$ cat src/rtl/proc_io_pkg.sv
// Shared definitions for the processor I/O hub: default FIFO depth and the
// lowest-set-bit strobe select used by hub and address-decoder users.
package proc_io_pkg;

  localparam int FDEPTH_DEF = 4;
  localparam int LSB_W      = 32;

  // True when bit idx is the lowest set bit of v; turns any strobe vector one-hot.
  function automatic logic lsb_onehot(input logic [LSB_W-1:0] v, input int idx);
    logic [LSB_W-1:0] below;
    below = (LSB_W'(1) << idx) - LSB_W'(1);
    return v[idx] && ((v & below) == '0);
  endfunction

endpackage

$ cat src/rtl/io_fifo.sv
// Power-of-two FIFO with a registered occupancy count; head reads as zero when
// empty so downstream data never exposes stale storage.
module io_fifo
  import proc_io_pkg::*;
#(
  parameter int NUBITS = 32,
  parameter int FDEPTH = FDEPTH_DEF
) (
  input  logic              clk,
  input  logic              rst,
  input  logic              i_push,
  input  logic              i_pop,
  input  logic [NUBITS-1:0] i_data,
  output logic [NUBITS-1:0] o_head,
  output logic              o_full,
  output logic              o_empty
);

  localparam int AW = $clog2(FDEPTH);
  localparam int CW = AW + 1;

  logic [NUBITS-1:0] r_mem [FDEPTH];
  logic [AW-1:0]     r_wr_ptr;
  logic [AW-1:0]     r_rd_ptr;
  logic [CW-1:0]     r_count;
  logic              w_push;
  logic              w_pop;

  assign o_full  = (r_count == CW'(FDEPTH));
  assign o_empty = (r_count == '0);
  // Full/empty come from the pre-edge count, so a same-cycle pop never makes room for a push.
  assign w_push  = i_push && !o_full;
  assign w_pop   = i_pop && !o_empty;
  assign o_head  = o_empty ? '0 : r_mem[r_rd_ptr];

  always_ff @(posedge clk) begin
    if (w_push) r_mem[r_wr_ptr] <= i_data;
  end

  always_ff @(posedge clk or negedge rst) begin
    if (!rst) begin
      r_wr_ptr <= '0;
      r_rd_ptr <= '0;
      r_count  <= '0;
    end else begin
      if (w_push) r_wr_ptr <= r_wr_ptr + AW'(1);
      if (w_pop)  r_rd_ptr <= r_rd_ptr + AW'(1);
      case ({w_push, w_pop})
        2'b10:   r_count <= r_count + CW'(1);
        2'b01:   r_count <= r_count - CW'(1);
        default: r_count <= r_count;
      endcase
    end
  end

endmodule

$ cat src/rtl/proc_io_hub.sv
// Processor-side I/O responder: input FIFOs feed zero-latency reads, output
// FIFOs capture writes for valid/ready consumers, with sticky error flags.
module proc_io_hub
  import proc_io_pkg::*;
#(
  parameter int NUBITS = 32,
  parameter int NUIOIN = 2,
  parameter int NUIOOU = 2,
  parameter int FDEPTH = FDEPTH_DEF
) (
  input  logic                     clk,
  input  logic                     rst,
  input  logic [NUIOIN-1:0]        req_in,
  output logic signed [NUBITS-1:0] io_in,
  input  logic [NUIOOU-1:0]        out_en,
  input  logic signed [NUBITS-1:0] io_out,
  input  logic [NUIOIN*NUBITS-1:0] src_data,
  input  logic [NUIOIN-1:0]        src_valid,
  output logic [NUIOIN-1:0]        src_ready,
  output logic [NUIOOU*NUBITS-1:0] snk_data,
  output logic [NUIOOU-1:0]        snk_valid,
  input  logic [NUIOOU-1:0]        snk_ready,
  output logic [NUIOIN-1:0]        err_udf,
  output logic [NUIOOU-1:0]        err_ovf
);

  logic [NUIOIN-1:0]        w_rd_sel;
  logic [NUIOIN-1:0]        w_in_full;
  logic [NUIOIN-1:0]        w_in_empty;
  logic [NUIOIN*NUBITS-1:0] w_in_head;
  logic [NUIOOU-1:0]        w_wr_sel;
  logic [NUIOOU-1:0]        w_out_full;
  logic [NUIOOU-1:0]        w_out_empty;
  logic [NUBITS-1:0]        w_io_in;
  logic [NUIOIN-1:0]        r_err_udf;
  logic [NUIOOU-1:0]        r_err_ovf;

  for (genvar gi = 0; gi < NUIOIN; gi++) begin : g_in
    assign w_rd_sel[gi] = lsb_onehot(LSB_W'(req_in), gi);
    io_fifo #(.NUBITS(NUBITS), .FDEPTH(FDEPTH)) u_fifo (
      .clk     (clk),
      .rst     (rst),
      .i_push  (src_valid[gi] && !w_in_full[gi]),
      .i_pop   (w_rd_sel[gi]),
      .i_data  (src_data[gi*NUBITS +: NUBITS]),
      .o_head  (w_in_head[gi*NUBITS +: NUBITS]),
      .o_full  (w_in_full[gi]),
      .o_empty (w_in_empty[gi])
    );
  end

  for (genvar gi = 0; gi < NUIOOU; gi++) begin : g_out
    assign w_wr_sel[gi] = lsb_onehot(LSB_W'(out_en), gi);
    io_fifo #(.NUBITS(NUBITS), .FDEPTH(FDEPTH)) u_fifo (
      .clk     (clk),
      .rst     (rst),
      .i_push  (w_wr_sel[gi]),
      .i_pop   (snk_ready[gi]),
      .i_data  (io_out),
      .o_head  (snk_data[gi*NUBITS +: NUBITS]),
      .o_full  (w_out_full[gi]),
      .o_empty (w_out_empty[gi])
    );
  end

  // Empty heads read as zero, so OR-ing the selected head also covers underflow.
  always_comb begin
    w_io_in = '0;
    for (int k = 0; k < NUIOIN; k++) begin
      if (w_rd_sel[k]) w_io_in = w_io_in | w_in_head[k*NUBITS +: NUBITS];
    end
  end

  always_ff @(posedge clk or negedge rst) begin
    if (!rst) begin
      r_err_udf <= '0;
      r_err_ovf <= '0;
    end else begin
      r_err_udf <= r_err_udf | (w_rd_sel & w_in_empty);
      r_err_ovf <= r_err_ovf | (w_wr_sel & w_out_full);
    end
  end

  assign io_in     = w_io_in;
  assign src_ready = ~w_in_full;
  assign snk_valid = ~w_out_empty;
  assign err_udf   = r_err_udf;
  assign err_ovf   = r_err_ovf;

endmodule

$ cat config.mk
export PLATFORM = sky130hd
export DESIGN_NAME = proc_io_hub
export DESIGN_NICKNAME = d
export VERILOG_FILES = /design/src/rtl/proc_io_pkg.sv /design/src/rtl/io_fifo.sv /design/src/rtl/proc_io_hub.sv
export SDC_FILE = /design/constraint.sdc
export NUM_CORES = 1
export LEC_CHECK = 0
export BUFFER_PORTS_ARGS = -buffer_cell sky130_fd_sc_hd__clkbuf_2
export CAP_MARGIN = 5
export CORE_MARGIN = 1
export CORE_UTILIZATION = 35
export CTS_BUF_LIST = sky130_fd_sc_hd__clkbuf_4 sky130_fd_sc_hd__clkbuf_8 sky130_fd_sc_hd__clkbuf_16
export DETAILED_ROUTE_END_ITERATION = 10
export SLEW_MARGIN = 20
export SYNTH_ARGS = -nofsm -noshare
export SYNTH_HDL_FRONTEND = slang
export SYNTH_HIERARCHICAL = 1
export SYNTH_SLANG_ARGS = --single-unit
export TNS_END_PERCENT = 30
$ cat constraint.sdc
create_clock -name clk -period 2.2 [get_ports clk]
set_input_delay 0.11 -clock clk [delete_from_list [all_inputs] [get_ports clk]]
set_output_delay 0.11 -clock clk [all_outputs]
set_load 0.005 [all_outputs]
Yosys cells after proc, flatten, opt, wreduce, memory -nomap -nowiden:

Memory sizes are Yosys's and may differ from the RTL's.
Cells that the tools add are included.

* bits in registers: 32
* memory bits (writable): 512
* input port bits: 106
* output and inout port bits: 104
* word-level logic and storage cells: 101
* memories: 4

Memories
* g_in[0].u_fifo.r_mem: depth 4, bits a word 32, rd ports 1, clocked after memory_dff 0, write ports 1, line io_fifo.sv:22 `logic [NUBITS-1:0] r_mem [FDEPTH];`
* g_in[1].u_fifo.r_mem: depth 4, bits a word 32, rd ports 1, clocked after memory_dff 0, write ports 1, line io_fifo.sv:22
* g_out[0].u_fifo.r_mem: depth 4, bits a word 32, rd ports 1, clocked after memory_dff 0, write ports 1, line io_fifo.sv:22
* g_out[1].u_fifo.r_mem: depth 4, bits a word 32, rd ports 1, clocked after memory_dff 0, write ports 1, line io_fifo.sv:22

* $add $sub $neg: 16
* eq/ne operators: 12
* mux-type cells: 18
* bitwise logic cells: 7
* reduce and logical (&&, ||, !) cells: 30

Operators by type and width (count)
* $mux W32: 6
* $logic_not A32 Y1: 2
* $or A32 B32 Y32: 1
* $pmux W3 S2: 4
* $add A2 B1 Y2 const B: 8
* $add A3 B1 Y3 const B: 4
* $eq A3 B3 Y1 const B: 4
* $logic_and A1 B1 Y1: 12
* $logic_not A3 Y1: 4
* $sub A3 B1 Y3 const B: 4
* $eq A2 B1 Y1 const B: 4
* $eq A2 B2 Y1 const B: 4
* $logic_not A1 Y1: 8
* $mux W1: 8
* $reduce_bool A2 Y1: 4
* $and A2 B2 Y2: 2
* $not A2 Y2: 2
* $or A2 B2 Y2: 2

Logic depth before layout (Yosys ltp):

Gate-level depths: netlist of run 1.

* depth in word-level cells: 6
* depth in mapped cells: 11
* depth with buffers taken out: 10

Hierarchy:

Netlist of run 1, hierarchy kept.

By module, submodules not included
* io_fifo: times used 4, cells each 241, area an instance 5291.3 µm², sequential area each 4018.9 µm²
* proc_io_hub: times used 1, cells each 56, area an instance 523.0 µm², sequential area each 100.1 µm²

Worst setup path before layout of run 1:

No wires, ideal clock.

* kind: reg2reg
* start: register g_in[0].u_fifo.r_count[2]
* end: memory g_in[0].u_fifo.r_mem[2][0], enable pin
* library setup time: 392 ps
* data arrival time: 1810 ps
* data required time: 1808 ps
* slack: -2 ps
* stages on the path, launching flop included: 5
* path buffers: 0
* clock period less this slack: 2202 ps
* cells stage by stage: dfrtp_1 -> nor3b_1 -> nor2b_1 -> nor2b_1 -> and2_1

* cells in the longest elaborated chain, start to end: 6

Ends and longest elaborated chain
* start, declared: line io_fifo.sv:25 `logic [CW-1:0] r_count;`
* start signal, assigned: line io_fifo.sv:49 `2'b10: r_count <= r_count + CW'(1);`
* start signal, assigned: line io_fifo.sv:50 `2'b01: r_count <= r_count - CW'(1);`
* start signal, assigned: line io_fifo.sv:51 `default: r_count <= r_count;`
* $eq A3 B3 Y1 (*): line io_fifo.sv:29 `assign o_full = (r_count == CW'(FDEPTH));`
* net w_in_full[0]: line proc_io_hub.sv:28 `logic [NUIOIN-1:0] w_in_full;`
* $logic_not A1 Y1 (*): line io_fifo.sv:32, proc_io_hub.sv:43
* $logic_and A1 B1 Y1: line proc_io_hub.sv:43 `.i_push (src_valid[gi] && !w_in_full[gi]),`
* $logic_and A1 B1 Y1 (*): line io_fifo.sv:32 `assign w_push = i_push && !o_full;`
* $mux W1 (*): line io_fifo.sv:37 `if (w_push) r_mem[r_wr_ptr] <= i_data;`
* $mux W1 (implied by the code) (*): line io_fifo.sv:37
* end, declared: line io_fifo.sv:22

The timed path passes the listed nets; every way through them passes the cells marked *.

Final worst setup path of run 1:

* start: register g_in[0].u_fifo.r_rd_ptr[0]
* end: output port io_in[3]

* cells in the longest elaborated chain, start to end: 5

Ends and longest elaborated chain
* start, declared: line io_fifo.sv:24 `logic [AW-1:0] r_rd_ptr;`
* start signal, assigned: line io_fifo.sv:47 `if (w_pop) r_rd_ptr <= r_rd_ptr + AW'(1);`
* $mem_v2 Z4 W32 (*)
* $mux W32 (*): line io_fifo.sv:34 `assign o_head = o_empty ? '0 : r_mem[r_rd_ptr];`
* net w_in_head[3]: line proc_io_hub.sv:30 `logic [NUIOIN*NUBITS-1:0] w_in_head;`
* $mux W32 (*): line proc_io_hub.sv:70 `if (w_rd_sel[k]) w_io_in = w_io_in | w_in_head[k*NUBITS +: NUBITS];`
* $or A32 B32 Y32: line proc_io_hub.sv:70
* $mux W32 (*): line proc_io_hub.sv:70
* end, declared: line proc_io_hub.sv:14 `output logic signed [NUBITS-1:0] io_in,`

Marks and branches as above.

==> results_dict.tcl, run 1 <==
set metrics [dict create \
    status "complete, but fails checks" \
    violations "setup timing" \
    fill_cells 5173 \
    max_slew.worst_pin.slew_ns 0.5069 \
    worstPathArrival_ns 2.37 \
    post-route-util_pct 45.00 \
    synth_top_area_share_pct 70.89 \
    grt-ovfl-total 0 \
    maxSlewViolCount 0 \
    cts_buffer_depth 3 \
    grt.total_usage_pct 15.04 \
    gp_congestion 0.7360 \
    crit_family "multiplexers" \
    grt_pass1_vias 11630 \
    rows 90 \
    r2r_start "g_in[1].u_fifo/r_count[1]$_DFFE_PN0P_" \
    grt_pass1_wl_um 70850 \
    start_util_pct 35.67 \
    ys_seq_area_share_pct 74.58 \
    final_nets 1535 \
    clock.fmax_mhz 402.6 \
    yosys-top-cells-area "edfxtp_1 (71%), mux4_2 (12%), dfrtp_1 (3.7%)" \
    worstSkewPairLatency_ns 0.62 \
    die_area_mm2 0.06297 \
    period_minus_slack_ns 2.484 \
    synth_compound_gate_area_share_pct 1.431 \
    tritoncts "yes" \
    io_buffer_count 209 \
    synth_cells 1020 \
    synth_warnings 6 \
    setup_violations 74 \
    endpoint_kind "primary output" \
    setup-tns-final_ns -8.451 \
    grt_max_degree 35 \
    p_leak_nw 9.734 \
    routed-via-count 10790 \
    hold_path.class "in2async" \
    dr_wl_met3_um 3260 \
    die_w_um 250.9 \
    cts-root-buf "clkbuf_16" \
    synth_top_family_by_area "multiplexers" \
    dr.max_layer_used "met5" \
    hold_viol 0 \
    power_density_mw_per_mm2 1341 \
    synth_top_area_cell "edfxtp_1" \
    synthAdderAreaFrac_pct 1.523 \
    cp_num_buf_inv 3 \
    io_pins 210 \
    muxShareOfSynthArea_pct 13.82 \
    synth_simple_gate_area_share_pct 5.134 \
    fin_cells 2238 \
    drtIter0Drc 647 \
    wl_um 47690 \
    crit_required_ns 2.09 \
    synthDistinctLibCells 25 \
    cpPeakStageDelay_ns 0.50 \
    dpl.hpwl_um 29610 \
    die_y_um 250.9 \
    drive_above_1_share_pct 35.76 \
    antenna_found_initial 5 \
    clkTransAtPathRegs_ns 0.06 \
    slew_headroom_pct 66.21 \
    multi_input_area_mm2 0.005024 \
    wl_met2_um 24100 \
    crit-reg2reg-capture "g_in[1].u_fifo/r_count[2]$_DFFE_PN0P_" \
    setup_ws_ns -0.2836 \
    cp-start-kind "flip-flop" \
    placed_cells 2017 \
    regArea_mm2 0.01618 \
    path_cells "buf_12, buf_16, mux4_2, nor2b_1, a22o_1, clkbuf_2" \
    critPathKind "reg2out" \
    fin_crit_sh_pct 112.9 \
    maxCapViolations 0 \
    reg2reg_depth 10 \
    syn_area_per_cell_um2 21.26 \
    cts_buffers 57 \
    synth_area_mm2 0.02169 \
    htreeDepth 2 \
    crit_cells 6 \
    synthXorXnorAreaFrac_pct 0.9692 \
    core_area_mm2 0.06081 \
    rrSetupSlack_ns 0.14 \
    cp_slowest_cell "mux4_2" \
    drc 0 \
    avgViaCountPerCell 4.821 \
    cts_sinks 544 \
    drt-wirelength-per-cell_um 21.31 \
    synth-seq-cells 544 \
    final.setup_skew_ns 0.02687 \
    detail-route-antenna-nets 0 \
    rsz0062_at_grt "yes" \
    vdd_drop_max_uv 780.5 \
    syn_nets 1150 \
    syn_to_final_growth_pct 26.18 \
    layout_common_cells "edfxtp_1 (512), clkbuf_2 (199), mux4_2 (124)" \
    first_pass_iters 4 \
    wl_met1_um 19610 \
    cp_max_fo 7 \
    layout_commonest_cell "edfxtp_1" \
]
==> Yosys cell counts <==
library cell / n
buf_12: 8
and2_1: 16
fa_1: 4
dfrtp_1: 32
nor3b_1: 4
nand2_1: 4
xor2_1: 16
nor2_1: 8
buf_6: 13
buf_2: 18
and2b_1: 16
a21o_1: 4
clkbuf_1: 13
xnor2_1: 8
inv_1: 28
mux2i_1: 4
a22o_1: 32
ha_1: 20
nor3_2: 4
edfxtp_1: 512
mux2_2: 4
mux4_1: 8
nor2b_2: 1
nor2b_1: 123
mux4_2: 120
==> registers in the layout (all words and copies together), names as in the netlist <==
| register | flops |
|---|---|
| g_in.u_fifo/r_wr_ptr | 4 |
| g_in.u_fifo/r_rd_ptr | 4 |
| g_in.u_fifo/r_count | 6 |
| g_in.u_fifo/r_mem | 256 |
| err_udf | 2 |
| g_out.u_fifo/r_count | 6 |
| g_out.u_fifo/r_mem | 256 |
| g_out.u_fifo/r_wr_ptr | 4 |
| g_out.u_fifo/r_rd_ptr | 4 |
| err_ovf | 2 |
==> power by group <==
part	internal [mW]	switching, mW
logic	6.27	6.07
registers	13.5	0.650
clock network	6.18	4.02
==> area by class of cell <==
cell class / count / share of cell area [%]
Timing Repair Buffer: 378 / 11.11
Tap cell: 782 / 3.575
Inverter: 28 / 0.3841
Clock buffer: 65 / 5.432
Clock inverter: 43 / 2.003
Sequential cell: 544 / 59.13
Antenna cell: 2 / 0.01829
Multi-Input combinational cell: 396 / 18.36
==> worst register-to-register path: stages, from the launching register on <==
cell,delay [ns]
dfrtp_1,0.42
nor3b_2,0.24
nor2b_1,0.08
nor2b_1,0.15
inv_1,0.06
ha_1,0.17
inv_1,0.06
fa_1,0.37
xor2_1,0.15
nor2_1,0.11
xor2_1,0.16
==> stage by stage <==
stage / area (um^2) / setup slack, ns / hold WS, ns / power [mW]
6_report: 27370 / -0.2836 / 0.09602 / 36.70
3_3_place_gp: 24050 / 0.1204 / 0.2088 / 26.07
3_5_place_dp: 24050 / 0.04899 / 0.2114 / 26.24
5_1_grt: 27370 / -0.3747 / 0.1128 / 38.59
4_1_cts: 27220 / -0.3209 / 0.06745 / 37.01
2_1_floorplan: 21690 / -0.001372 / -0.1856 / 21.66
==> worst max path at each step <==
| stage | slack [ns] | end | startpoint |
|---|---|---|---|
| floorplan | -0.001 | g_in[1].u_fifo/r_mem[3][0]$_DFFE_PP_ | g_in[1].u_fifo/r_count[2]$_DFFE_PN0P_ |
| global placement | 0.12 | g_in[1].u_fifo/r_count[2]$_DFFE_PN0P_ | g_in[1].u_fifo/r_count[1]$_DFFE_PN0P_ |
| detailed placement | 0.05 | g_in[1].u_fifo/r_count[2]$_DFFE_PN0P_ | g_in[1].u_fifo/r_count[1]$_DFFE_PN0P_ |
| CTS | -0.32 | io_in[25] | g_in[0].u_fifo/r_rd_ptr[0]$_DFFE_PN0P_ |
| global route | -0.37 | io_in[3] | g_in[0].u_fifo/r_rd_ptr[0]$_DFFE_PN0P_ |
| finish | -0.28 | io_in[3] | g_in[0].u_fifo/r_rd_ptr[0]$_DFFE_PN0P_ |
==> metal layers <==
metal | vias up | GRT usage (%)
met3 | 56 | 4.131
met1 | 5602 | 18.74
li1 | 4831 | -
met5 | - | 0
met4 | 6 | 3.502
met2 | 294 | 26.02
==> kinds of logic after synthesis <==
family,after synthesis
AO/OA/AOI/OAI,36
AND/OR/NAND/NOR,176
XOR/XNOR,24
buffers and inverters,80
multiplexers,136
flip-flops,544
adder cells (fa/ha/maj),24
==> what timing repair did <==
action | CTS | global route
pin swaps | 8 | 3
gates resized for setup | 17 | 22
hold endpoints to repair | 551 | 0
gates cloned | 2 | 3
buffers inserted | 1 | 3
setup endpoints to repair | 96 | 97
hold buffers | 102 | 0
Note: power is estimated with default switching activity, not from simulation.
==> run 2, diff against run 1 <==
Settings changed: SETUP_SLACK_MARGIN set to 0.3.
==> run 2 against run 1 <==
Effect of this change:
- the flow still finishes with violations (setup timing)
- clock skew down 0.0041 ns
- power grew 1.8%
- critical path type unchanged
- register-to-register slack better by 0.04 ns
- critical path depth unchanged
- core utilization grew 0.64 points
==> results_dict.tcl, run 2 (synthesized netlist as in run 1, its figures left out) <==
set metrics [dict create \
    cp_num_buf_inv 3 \
    cts_sinks 544 \
    cp_slowest_cell "mux4_2" \
    clkTransAtPathRegs_ns 0.06 \
    clock.fmax_mhz 401.5 \
    violations "setup timing" \
    worstSkewPairLatency_ns 0.62 \
    die_y_um 250.9 \
    cp_max_fo 7 \
    io_pins 210 \
    rsz0062_at_grt "yes" \
    regArea_mm2 0.01619 \
    pre_cts_ws_ns 0.01596 \
    io_buffer_count 209 \
    vdd_drop_max_uv 729.7 \
    drive_above_1_share_pct 39.85 \
    avgViaCountPerCell 4.882 \
    fin_cells 2253 \
    placed_cells 2013 \
    worstPathArrival_ns 2.38 \
    cts_buffer_depth 3 \
    syn_to_final_growth_pct 27.97 \
    fin_crit_sh_pct 113.2 \
    setup-tns-final_ns -8.883 \
    gp_congestion 0.7464 \
    period_minus_slack_ns 2.491 \
    die_w_um 250.9 \
    cts-root-buf "clkbuf_16" \
    grt-ovfl-total 0 \
    rows 90 \
    power_mw 37.37 \
    cp-start-kind "flip-flop" \
    maxSlewViolCount 0 \
    final.setup_skew_ns 0.02274 \
    timing.hold.ws_ns 0.1543 \
    antenna_found_initial 6 \
    crit_cells 6 \
    crit_required_ns 2.09 \
    status "complete, but fails checks" \
    drtIter0Drc 654 \
    first_pass_iters 5 \
    cts_buffers 57 \
    endpoint_kind "primary output" \
    grt_max_degree 35 \
    layout_commonest_cell "edfxtp_1" \
    detail-route-antenna-nets 0 \
    tritoncts "yes" \
    grt_pass1_vias 11710 \
    dpl.hpwl_um 29670 \
    start_util_pct 35.67 \
    core_area_mm2 0.06081 \
    setup_violations 59 \
    slew_headroom_pct 43.23 \
    grt_pass1_wl_um 72810 \
    htreeDepth 2 \
    critPathKind "reg2out" \
    hold_depth 5 \
    final_nets 1550 \
    reg2reg_depth 10 \
    grt.total_usage_pct 15.55 \
    power_density_mw_per_mm2 1346 \
    largestRegisters "g_in.u_fifo/r_mem x256, g_out.u_fifo/r_mem x256" \
    hold_path.class "in2reg" \
    multi_input_area_mm2 0.005215 \
    crit_family "multiplexers" \
    fill_cells 5171 \
    die_area_mm2 0.06297 \
    hold_viol 0 \
    cpPeakStageDelay_ns 0.49 \
    max_slew.worst_pin.slew_ns 0.8515 \
    path_cells "buf_6, buf_16, mux4_2, and2b_1, a22o_1, clkbuf_2" \
    drc 0 \
    layout_common_cells "edfxtp_1 (512), clkbuf_2 (195), mux4_2 (128)" \
    p_leak_nw 9.913 \
    drt-wirelength-per-cell_um 21.78 \
    routed-via-count 11000 \
    setup_ws_ns -0.2906 \
    maxCapViolations 0 \
    wl_um 49070 \
]
-- run 2: changes by cell type in the layout (fill, tap and decap cells not counted), moves of 6 or more --
cell,previous run,this run
nor2b_1,118,98
nor2b_4,4,22
bufinv_16,11,5
clkbuf_4,8,14
-- run 2: tightest hold or removal path, cell delays in order --
cell      delay [ns]
clkbuf_2        0.10
nor2b_1         0.13
nor2b_4         0.13
buf_4           0.15
xnor2_1         0.12
-- run 2: cell type report --
cell class                      instances  share of cell area (%)
Clock inverter                         35                   1.280
Multi-Input combinational cell        396                   18.79
Timing Repair Buffer                  393                   12.11
Antenna cell                            3                 0.02705
Inverter                               28                  0.3787
Sequential cell                       544                   58.32
Tap cell                              782                   3.525
Clock buffer                           72                   5.567
-- run 2: final timing paths --
path                                                     endpoint                              startpoint  slack, ns
setup / recovery                                        io_in[10]  g_in[0].u_fifo/r_rd_ptr[0]$_DFFE_PN0P_      -0.29
hold / removal             g_in[0].u_fifo/r_wr_ptr[0]$_DFFE_PN0P_                            src_valid[0]       0.15
setup reg to reg            g_in[1].u_fifo/r_count[2]$_DFFE_PN0P_   g_in[1].u_fifo/r_count[1]$_DFFE_PN0P_       0.18
hold reg to reg                              err_ovf[0]$_DFF_PN0_                    err_ovf[0]$_DFF_PN0_       0.46
max in group asynchronous  g_out[1].u_fifo/r_count[1]$_DFFE_PN0P_                                     rst       1.34
min in group asynchronous  g_in[1].u_fifo/r_rd_ptr[1]$_DFFE_PN0P_                                     rst       0.18
-- run 2: stage by stage --
| step | area (um^2) | util (%) |
|---|---|---|
| global placement | 24010 | 39.49 |
| detailed placement | 24010 | 39.49 |
| CTS | 27540 | 45.29 |
| floorplan | 21690 | - |
| finish | 27760 | 45.64 |
| global route | 27760 | 45.64 |
-- run 2: repair_timing --
item                                    CTS  global route
gates cloned                              7             2
endpoints found under the setup margin  111           133
pin swaps                                29            26
hold buffers                            102             0
buffers inserted                         17             2
endpoints found under the hold margin   543             0
resized for setup                        86            59
-- run 2: power by group --
| group | switching, mW | internal, mW |
|---|---|---|
| clock | 4.01 | 5.60 |
| sequential | 0.666 | 13.5 |
| combinational | 6.40 | 7.16 |
| total | 11.1 | 26.3 |
-- run 2: per-layer routing --
| layer | routed length, um | global-route usage, % | share of wire, % |
|---|---|---|---|
| met1 | 20260 | 19.36 | 41 |
| met2 | 24750 | 26.91 | 50 |
| met3 | 3198 | 4.080 | 6.5 |
| met4 | 834 | 3.885 | 1.7 |
| met5 | 31 | 0 | 0.063 |
==> run 3, diff against run 2 <==
--- a/constraint.sdc
+++ b/constraint.sdc
@@ -3,2 +3,2 @@
 set_output_delay 0.11 -clock clk [all_outputs]
-set_load 0.005 [all_outputs]
+set_load 0.01 [all_outputs]
==> run 3 against run 2 <==
Effect of this change:
- the run still ends with setup timing left
- routed wire length shrank 0.94%
- non-clock buffer count decreased by 10
- register-to-register slack got worse by 0.13 ns
- critical endpoint is now io_in[29]
- largest power group unchanged
==> results_dict.tcl, run 3 (synthesized netlist as in run 1, its figures left out) <==
set metrics [dict create \
    setup-tns-final_ns -13.49 \
    post-route-util_pct 45.17 \
    grt_use_met1_pct 18.71 \
    core_area_mm2 0.06081 \
    start_util_pct 35.67 \
    holdPathEnd "g_in[0].u_fifo/r_wr_ptr[0]$_DFFE_PN0P_" \
    max_slew.worst_pin.slew_ns 0.9091 \
    cts_buffer_depth 3 \
    drc 0 \
    setup_ws_ns -0.3108 \
    hold_viol 0 \
    crit_required_ns 2.09 \
    die_w_um 250.9 \
    drive_above_1_share_pct 37.94 \
    cts-root-buf "clkbuf_16" \
    hold_path.class "in2reg" \
    power_density_mw_per_mm2 1343 \
    fin_crit_sh_pct 114.1 \
    io_buffer_count 209 \
    grt_pass1_wl_um 71340 \
    die_area_mm2 0.06297 \
    rsz0062_at_grt "yes" \
    drt-wirelength-per-cell_um 21.72 \
    avgViaCountPerCell 4.860 \
    die_y_um 250.9 \
    status "complete, but fails checks" \
    clock.fmax_mhz 398.3 \
    layout_common_cells "edfxtp_1 (512), clkbuf_2 (187), mux4_2 (127)" \
    vdd_drop_max_uv 743.5 \
    setup_violations 96 \
    power_mw 36.90 \
    p_leak_nw 9.757 \
    htreeDepth 2 \
    top_usage_layer "met2" \
    grt_max_degree 35 \
    gp_congestion 0.7653 \
    dpl.hpwl_um 29750 \
    tritoncts "yes" \
    first_pass_iters 4 \
    syn_to_final_growth_pct 26.66 \
    routed-via-count 10880 \
    period_minus_slack_ns 2.511 \
    met3_usage_pct 4.245 \
    maxCapViolations 0 \
    worstPathArrival_ns 2.40 \
    grt-ovfl-total 0 \
    clkTransAtPathRegs_ns 0.05 \
    rows 90 \
    cp_max_fo 4 \
    largestRegisters "g_in.u_fifo/r_mem x256, g_out.u_fifo/r_mem x256" \
    min_from "src_valid[0]" \
    endpoint_kind "primary output" \
    cts_sinks 544 \
    crit-reg2reg-capture "g_in[1].u_fifo/r_count[2]$_DFFE_PN0P_" \
    grt_pass1_vias 11620 \
    hold_depth 5 \
    grt_util_met2_pct 26.13 \
    rrSetupSlack_ns 0.05 \
    violations "setup timing" \
    maxSlewViolCount 0 \
    reg2reg_depth 10 \
    detail-route-antenna-nets 0 \
    grt.total_usage_pct 15.09 \
    layout_commonest_cell "edfxtp_1" \
    critPathKind "reg2out" \
    wl_um 48610 \
    final.setup_skew_ns 0.02080 \
    cp-start-kind "flip-flop" \
    worstSkewPairLatency_ns 0.61 \
    final_nets 1540 \
    antenna_found_initial 5 \
    cts_buffers 57 \
    r2r_start "g_in[1].u_fifo/r_count[1]$_DFFE_PN0P_" \
    slew_headroom_pct 39.39 \
    io_pins 210 \
    drtIter0Drc 587 \
]
==> run 3: cell count changes in the layout (fill, tap and decap cells not counted), sizes merged <==
cell / before / now
buf: 88 / 85
bufinv: 5 / 1
clkbuf: 275 / 271
clkinv: 26 / 24
diode: 3 / 1
==> run 3: final cells by class <==
type / instances / area [um^2]
Inverter: 28 / 105.1
Clock inverter: 29 / 232.7
Tap cell: 782 / 978.4
Antenna cell: 1 / 2.502
Clock buffer: 75 / 1580
Fill cell: 5169 / 33340
Multi-Input combinational cell: 396 / 5112
Timing Repair Buffer: 383 / 3272
Sequential cell: 544 / 16190
==> run 3: repair_timing <==
action                                  in CTS  in global routing
gates resized for setup                     32                 88
cloned                                       0                  8
pin swaps                                   11                 27
endpoints found under the hold margin      547                  0
hold buffers                               102                  0
setup buffers                                4                  4
endpoints found under the setup margin     104                122
==> run 3: worst max-delay path by stage <==
stage                                           startpoint                                    end  slack [ns]  cells after the start
finish              g_in[0].u_fifo/r_rd_ptr[0]$_DFFE_PN0P_                              io_in[29]       -0.31                      6
global route        g_in[0].u_fifo/r_rd_ptr[0]$_DFFE_PN0P_                              io_in[31]       -0.38                      6
CTS                 g_in[0].u_fifo/r_rd_ptr[0]$_DFFE_PN0P_                               io_in[0]       -0.35                      5
detailed placement   g_in[1].u_fifo/r_count[1]$_DFFE_PN0P_  g_in[1].u_fifo/r_count[2]$_DFFE_PN0P_        0.02                     10
global placement     g_in[1].u_fifo/r_count[1]$_DFFE_PN0P_  g_in[1].u_fifo/r_count[2]$_DFFE_PN0P_        0.09                     10
floorplan            g_in[1].u_fifo/r_count[2]$_DFFE_PN0P_   g_in[1].u_fifo/r_mem[0][0]$_DFFE_PP_      -0.001                      4
==> run 3: critical path, stage by stage (launching register included) <==
cell and delay, ns:
dfrtp_4 0.42, clkbuf_4 0.18, clkbuf_16 0.15, mux4_2 0.49, nor2b_1 0.15, a22o_1 0.24
buf_2 0.17
==> run 3: metal layers <==
| layer | share of wire (%) | up-vias |
|---|---|---|
| met1 | 41 | 5651 |
| met4 | 1.4 | 8 |
| met5 | 0.091 | - |
| met2 | 51 | 311 |
| li1 | - | 4846 |
| met3 | 6.9 | 60 |
==> run 3: metrics by stage <==
step	std cells	setup slack, ns	instance area (um^2)	hold WS (ns)
final	2238	-0.3108	27470	0.1132
after floorplan	1020	-0.001089	21690	-0.1856
after detailed placement	2015	0.02479	24080	0.2987
after global routing	2238	-0.3757	27470	0.1485
after global placement	2015	0.09071	24080	0.2914
after CTS	2225	-0.3458	27020	0.1124
==> run 3: power by group <==
group,switching [mW],internal [mW],total [mW]
registers,0.718,13.5,14.3
logic,6.69,6.80,13.5
clock network,3.96,5.20,9.16
total,11.4,25.5,36.9
